--- config.mk ---
export PLATFORM = sky130hd
export DESIGN_NAME = alu_exec_unit
export DESIGN_NICKNAME = d
export VERILOG_FILES = /design/src/rtl/alu_exec_unit.sv
export SDC_FILE = /design/constraint.sdc
export NUM_CORES = 1
export LEC_CHECK = 0
export ABC_AREA = 1
export BUFFER_PORTS_ARGS = -buffer_cell sky130_fd_sc_hd__buf_2
export CORE_MARGIN = 4
export CORE_UTILIZATION = 30
export DETAILED_ROUTE_END_ITERATION = 8
export SLEW_MARGIN = 20
export SYNTH_ARGS = -nofsm -noshare
export SYNTH_HDL_FRONTEND = slang
export SYNTH_SLANG_ARGS = --single-unit
--- constraint.sdc ---
create_clock -name clk -period 6.6 [get_ports clk]
set_clock_uncertainty 0.2 [all_clocks]
set_input_delay 0.99 -clock clk [delete_from_list [all_inputs] [get_ports clk]]
set_output_delay 0.99 -clock clk [all_outputs]
set_load 0.005 [all_outputs]
--- src/rtl/alu_exec_unit.sv ---
// Multi-cycle ALU execute stage: ADD/SUB/OR in a fixed two cycles, SLL on a 1-bit/cycle shifter.
// Define ALU_OVERFLOW_EN to add the signed-overflow flag (overflow_o) for ADD/SUB.
module alu_exec_unit #(
    parameter int DATA_WIDTH  = 32,
    parameter int SHAMT_WIDTH = 5
) (
    input  logic                   clk,
    input  logic                   reset,
    input  logic                   start_i,
    input  logic [3:0]             alu_operation_i,
    input  logic [DATA_WIDTH-1:0]  a_data_i,
    input  logic [DATA_WIDTH-1:0]  b_data_i,
    input  logic [SHAMT_WIDTH-1:0] shamt_i,
    output logic                   busy_o,
    output logic                   done_o,
    output logic [DATA_WIDTH-1:0]  alu_data_o,
    output logic                   zero_o,
    output logic                   illegal_op_o
`ifdef ALU_OVERFLOW_EN
    ,
    output logic                   overflow_o
`endif
);

    localparam logic [3:0] OP_OR  = 4'b0001;
    localparam logic [3:0] OP_SLL = 4'b0010;
    localparam logic [3:0] OP_ADD = 4'b0011;
    localparam logic [3:0] OP_SUB = 4'b0100;

    typedef enum logic [1:0] {
        ST_IDLE  = 2'd0,
        ST_EXEC  = 2'd1,
        ST_SHIFT = 2'd2,
        ST_DONE  = 2'd3
    } state_t;

    state_t state;
    state_t state_next;

    logic [3:0]             op_q;
    logic [DATA_WIDTH-1:0]  a_q;
    logic [DATA_WIDTH-1:0]  b_q;
    logic [SHAMT_WIDTH-1:0] cnt_q;
    logic [DATA_WIDTH-1:0]  res_q;
    logic                   ill_q;

    logic [DATA_WIDTH-1:0]  sum;
    logic [DATA_WIDTH-1:0]  diff;
    logic [DATA_WIDTH-1:0]  exec_result;
    logic                   exec_illegal;

    assign busy_o = (state != ST_IDLE);
    assign sum    = a_q + b_q;
    assign diff   = a_q - b_q;

    // ---------------- state register ----------------
    always_ff @(posedge clk) begin
        if (reset) begin
            state <= ST_IDLE;
        end else begin
            state <= state_next;
        end
    end

    // ---------------- next-state logic ----------------
    always_comb begin
        state_next = state;
        case (state)
            ST_IDLE: begin
                if (start_i) begin
                    state_next = (alu_operation_i == OP_SLL) ? ST_SHIFT : ST_EXEC;
                end
            end
            ST_EXEC:  state_next = ST_DONE;
            ST_SHIFT: begin
                if (cnt_q == '0) begin
                    state_next = ST_DONE;
                end
            end
            ST_DONE:  state_next = ST_IDLE;
            default:  state_next = ST_IDLE;
        endcase
    end

    // ---------------- single-cycle operations ----------------
    always_comb begin
        exec_result  = '0;
        exec_illegal = 1'b0;
        case (op_q)
            OP_ADD:  exec_result = sum;
            OP_SUB:  exec_result = diff;
            OP_OR:   exec_result = a_q | b_q;
            default: exec_illegal = 1'b1;
        endcase
    end

`ifdef ALU_OVERFLOW_EN
    logic ovf_q;
    logic exec_overflow;

    // Signed overflow: operands agree in sign (ADD) or differ (SUB) and the result sign flips.
    always_comb begin
        exec_overflow = 1'b0;
        case (op_q)
            OP_ADD: exec_overflow = (a_q[DATA_WIDTH-1] == b_q[DATA_WIDTH-1]) &&
                                    (sum[DATA_WIDTH-1] != a_q[DATA_WIDTH-1]);
            OP_SUB: exec_overflow = (a_q[DATA_WIDTH-1] != b_q[DATA_WIDTH-1]) &&
                                    (diff[DATA_WIDTH-1] != a_q[DATA_WIDTH-1]);
            default: exec_overflow = 1'b0;
        endcase
    end
`endif

    // ---------------- operand latch and working result ----------------
    always_ff @(posedge clk) begin
        if (reset) begin
            op_q  <= '0;
            a_q   <= '0;
            b_q   <= '0;
            cnt_q <= '0;
            res_q <= '0;
            ill_q <= 1'b0;
`ifdef ALU_OVERFLOW_EN
            ovf_q <= 1'b0;
`endif
        end else begin
            case (state)
                ST_IDLE: begin
                    if (start_i) begin
                        op_q  <= alu_operation_i;
                        a_q   <= a_data_i;
                        b_q   <= b_data_i;
                        cnt_q <= shamt_i;
                        // res_q doubles as the shift accumulator for SLL.
                        res_q <= b_data_i;
                        ill_q <= 1'b0;
`ifdef ALU_OVERFLOW_EN
                        ovf_q <= 1'b0;
`endif
                    end
                end
                ST_EXEC: begin
                    res_q <= exec_result;
                    ill_q <= exec_illegal;
`ifdef ALU_OVERFLOW_EN
                    ovf_q <= exec_overflow;
`endif
                end
                ST_SHIFT: begin
                    if (cnt_q != '0) begin
                        res_q <= {res_q[DATA_WIDTH-2:0], 1'b0};
                        cnt_q <= cnt_q - 1'b1;
                    end
                end
                default: begin
                end
            endcase
        end
    end

    // ---------------- registered outputs, refreshed only on completion ----------------
    always_ff @(posedge clk) begin
        if (reset) begin
            done_o       <= 1'b0;
            alu_data_o   <= '0;
            zero_o       <= 1'b1;
            illegal_op_o <= 1'b0;
`ifdef ALU_OVERFLOW_EN
            overflow_o   <= 1'b0;
`endif
        end else begin
            done_o <= (state == ST_DONE);
            if (state == ST_DONE) begin
                alu_data_o   <= res_q;
                zero_o       <= (res_q == '0);
                illegal_op_o <= ill_q;
`ifdef ALU_OVERFLOW_EN
                overflow_o   <= ovf_q;
`endif
            end
        end
    end

endmodule

==> flow_summary_export.csv <==
group,metric,value,unit
placement,finalWeightedCongestion,0.9244,
yosys,combinational_family_with_the_most_area_after_synthesis,"simple AND/OR/NAND/NOR gates",
placement,io_buffers,111,
cells_and_area,fin_area,0.01074,mm2
sta,period_minus_slack,4.016,ns
power_and_ir_drop,power.internal,2.642,mW
critical_path,critical_path.reg2reg.endpoint,"res_q[16]",
power_and_ir_drop,power.sequential.fraction,27.7,%
sta,grt_setup_unrepaired,"no",
power_and_ir_drop,power_switching,2.608,mW
sta,tightestPinTransition,1.075,ns
sta,final_min_period_over_clock_period,60.85,%
drt,detailedRoute.firstPassIterationCount,5,
placement,post_dp_cell_area,0.01018,mm2
global_routing,groute.usage.overall,17.79,%
placement,post-place-ws,2.642,ns
floorplanning,placement_rows,64,
placement,placedCellCount,1927,
flow_run,max-cap-violations,0,
clock_tree,clockBufferDepth,2,
cells_and_area,area_growth_syn_to_layout,14.67,%
yosys,synth-edff-count,0,
yosys,synth.ff_latch_count,143,
power_and_ir_drop,power.combinational.fraction,54.6,%
clock_tree,clock_tree_from_tritoncts,"built",
yosys,mappedNetlistArea,0.009366,mm2
drt,postRouteWirelength,30250,um
global_routing,grt_antenna_before_repair,1,
clock_tree,clockRootBuffer,"sky130_fd_sc_hd__clkbuf_16",
cells_and_area,final_cells,1960,
critical_path,crit_chain,"nor2_1 -> nand3_1 -> inv_2 -> or2_2 -> xor2_1 -> inv_1 -> ha_1 -> nand2_1 -> inv_1 -> nand2_1 -> nand2_1 -> inv_1 -> nand2_1 -> nand3_1 -> nand2_1 -> nor2_1 -> nand3b_1 -> nand2_1 -> nand2_1 -> a21oi_1",
floorplanning,floorplan.core_area,0.03067,mm2
sta,timing.setup.tns,0,ns
yosys,synth_xor_xnor_area_share,3.086,%
clock_tree,cts-resized-gates,0,
critical_path,critical_path.reg2reg.startpoint,"op_q[1]",
yosys,ys_dominant_reg_cell,"sky130_fd_sc_hd__dfxtp_1",
critical_path,critical_path_class,"register to register",
critical_path,crit_path_top_delay_cell,"sky130_fd_sc_hd__nand3_1",
floorplanning,die_h,184.7,um
drt,post_detailed_route_count_of_antenna_violating_nets,0,
yosys,async_flop_share,0,%
critical_path,ff2ff_path_depth,20,
clock_tree,cts_setup_buffers,0,
critical_path,crit_path_frequent_cell,"sky130_fd_sc_hd__nand2_1",
drt,wire_per_inst,15.43,um
sta,total_count_of_max_transition_violations_in_the_final_report,0,
floorplanning,die_width,184.7,um
power_and_ir_drop,max-vdd-ir-drop,0.0002092,V
yosys,syn-mean-instance-area,6.342,um2
cells_and_area,fillCellCount,3330,
critical_path,regToRegSetupSlack,2.58,ns
outcome,status,"finished, final reports clean",
power_and_ir_drop,powerDensity,488.9,mW/mm2
drt,via_per_inst,4.948,
yosys,synthSimpleGateAreaFrac,32.47,%
yosys,synth-compound-area-share,18.76,%
global_routing,grt_start_max_net_pins,96,
critical_path,critical_path.top_delay_family,"simple AND/OR/NAND/NOR gates",
clock_tree,cts_max_level,4,
yosys,netlist-cell-type-count,45,
critical_path,crit_path_max_fanout,20,
power_and_ir_drop,p_leak,5.306,nW
critical_path,critical_path.startpoint_type,"register",
clock_tree,clock_sink_count,143,
drt,num_vias,9699,
global_routing,grt_first_pass_wirelength,49050,um
drt,dr.first_iter.drc_count,782,
yosys,synth-adder-area-share,5.423,%
cells_and_area,finalNetCount,1666,
sta,final_hold_viol_count,0,
critical_path,critical_path_buf_inv_count,4,
cells_and_area,final_common_cell,"sky130_fd_sc_hd__nand2_1",
yosys,syn_inst,1477,
critical_path,cp-end-kind,"register",
yosys,yosysSeqAreaShare,30.56,%
power_and_ir_drop,switching_share,49.68,%
floorplanning,die_area,0.03411,mm2
critical_path,critical_path_required,6.75,ns
cells_and_area,mostFrequentLayoutCells,"sky130_fd_sc_hd__nand2_1, sky130_fd_sc_hd__nor2_1, sky130_fd_sc_hd__o21ai_0",
critical_path,cp_launch_point,"op_q[1]",
clock_tree,clk_pin_slew_worst_paths,0.06,ns
sta,max-slew-margin-rel,28.28,%
yosys,multiplexer_share_of_the_synthesized_area,0,%
min_path,hp-class,"register to register",
clock_tree,hold_buffers,0,
yosys,synth_warnings,0,
sta,setup_ws,2.584,ns
cells_and_area,ff_latch_area,0.002863,mm2
cells_and_area,multi_input_combinational_cell_area,0.005598,mm2
floorplanning,initial_core_util,30.54,%
cells_and_area,final_layout_size_suffix_gt1_share,13.18,%
min_path,hold_path_end,"b_q[31]",
power_and_ir_drop,clock_power_share,17.7,%
min_path,hold_start,"b_q[31]",
global_routing,vias_in_the_first_global_route,9234,
floorplanning,pin_count,112,
placement,place_hpwl,23360,um
yosys,syn-num-nets,1593,
clock_tree,tritoncts.num_buffers,17,
clock_tree,clk_latency,0.43,ns
critical_path,timing.critical_path.arrival,4.17,ns
global_routing,globalRouteOverflowTotal,0,
sta,timing.fmax,249.0,MHz
critical_path,slowest_delay,0.60,ns
drt,drt_drc_violations_left,0,
sta,setup_viol_count_final,0,
min_path,min_path_cells,2,
==> per-stage QoR <==
step                      hold slack [ns]  util, %  power (mW)
after floorplan                    0.2439        -       3.557
after global placement             0.2540    33.18       4.272
after detailed placement           0.2595    33.18       4.306
after CTS                          0.2694    35.01       5.254
after global routing               0.3086    35.01       5.749
final                              0.2683    35.02       5.251
==> per-layer routing <==
layer / global-route usage, % / up-vias / share of wire [%]
met2: 27.18 / 256 / 43
met5: 0 / - / 0.063
met3: 3.118 / 53 / 5.0
met4: 5.813 / 2 / 2.5
li1: - / 4940 / -
met1: 25.44 / 4448 / 49
==> sequential cells by signal (all words and copies together) (netlist names) <==
name and cells:
a_q 32, op_q 4, state 2, illegal_op_o 1, res_q 32, zero_o 1
b_q 32, alu_data_o 32, cnt_q 5, ill_q 1, done_o 1
==> power groups by stage <==
stage	clock (mW)	sequential, mW	combinational [mW]
6_report	0.929	1.45	2.87
5_1_grt	0.981	1.49	3.28
4_1_cts	0.948	1.44	2.86
3_5_place_dp	0	1.46	2.85
3_3_place_gp	0	1.46	2.81
2_1_floorplan	0	1.35	2.21
==> tightest hold or removal path, stage by stage, from the launching register on <==
cell and delay [ns]:
sky130_fd_sc_hd__dfxtp_1 0.31, sky130_fd_sc_hd__inv_1 0.06, sky130_fd_sc_hd__a21oi_1 0.05
==> logic make-up (layout without fill, tap and decap cells) <==
family          Yosys count  in the layout
compound gates          311            311
xor+xnor                 33             33
fa+ha+maj                40             40
buf+inv                 230            316
flops                   143            143
other cells               0              1
simple gates            720            720
==> synth_stat cells (all sizes together), types with 2 or more instances <==
cell	n	area (um2)
xor2	22	192.7
dfxtp	143	2863
or2	9	56.31
nor4	14	106.4
a21oi	82	444.2
o21ai	183	919.6
nand4	10	62.56
and2	3	18.77
o31ai	3	22.52
a221oi	26	227.7
xnor2	11	96.34
clkinv	2	7.510
a211oi	2	15.01
ha	39	488.0
clkbuf	46	175.2
a41oi	5	43.79
and3	2	12.51
nand2	350	1339
nor2	256	1023
nand3	61	337.8
o21bai	2	15.01
a31oi	6	52.55
buf	15	98.84
inv	167	626.9
nand3b	4	30.03
nor3	11	55.05
==> worst max path at each step <==
stage                 to  cells past startpoint
6_report       res_q[16]                     20
5_1_grt        res_q[16]                     20
4_1_cts        res_q[16]                     20
3_5_place_dp   res_q[16]                     20
3_3_place_gp   res_q[16]                     20
2_1_floorplan  res_q[29]                     22
==> cell type report <==
cell class	count	area share, %
Antenna cell	1	0.02330
Tap cell	396	4.613
Timing Repair Buffer	115	5.452
Inverter	169	5.906
Clock inverter	10	0.7223
Clock buffer	22	4.508
Multi-Input combinational cell	1104	52.12
Sequential cell	143	26.65
Note: power is estimated with default switching activity, not from simulation.
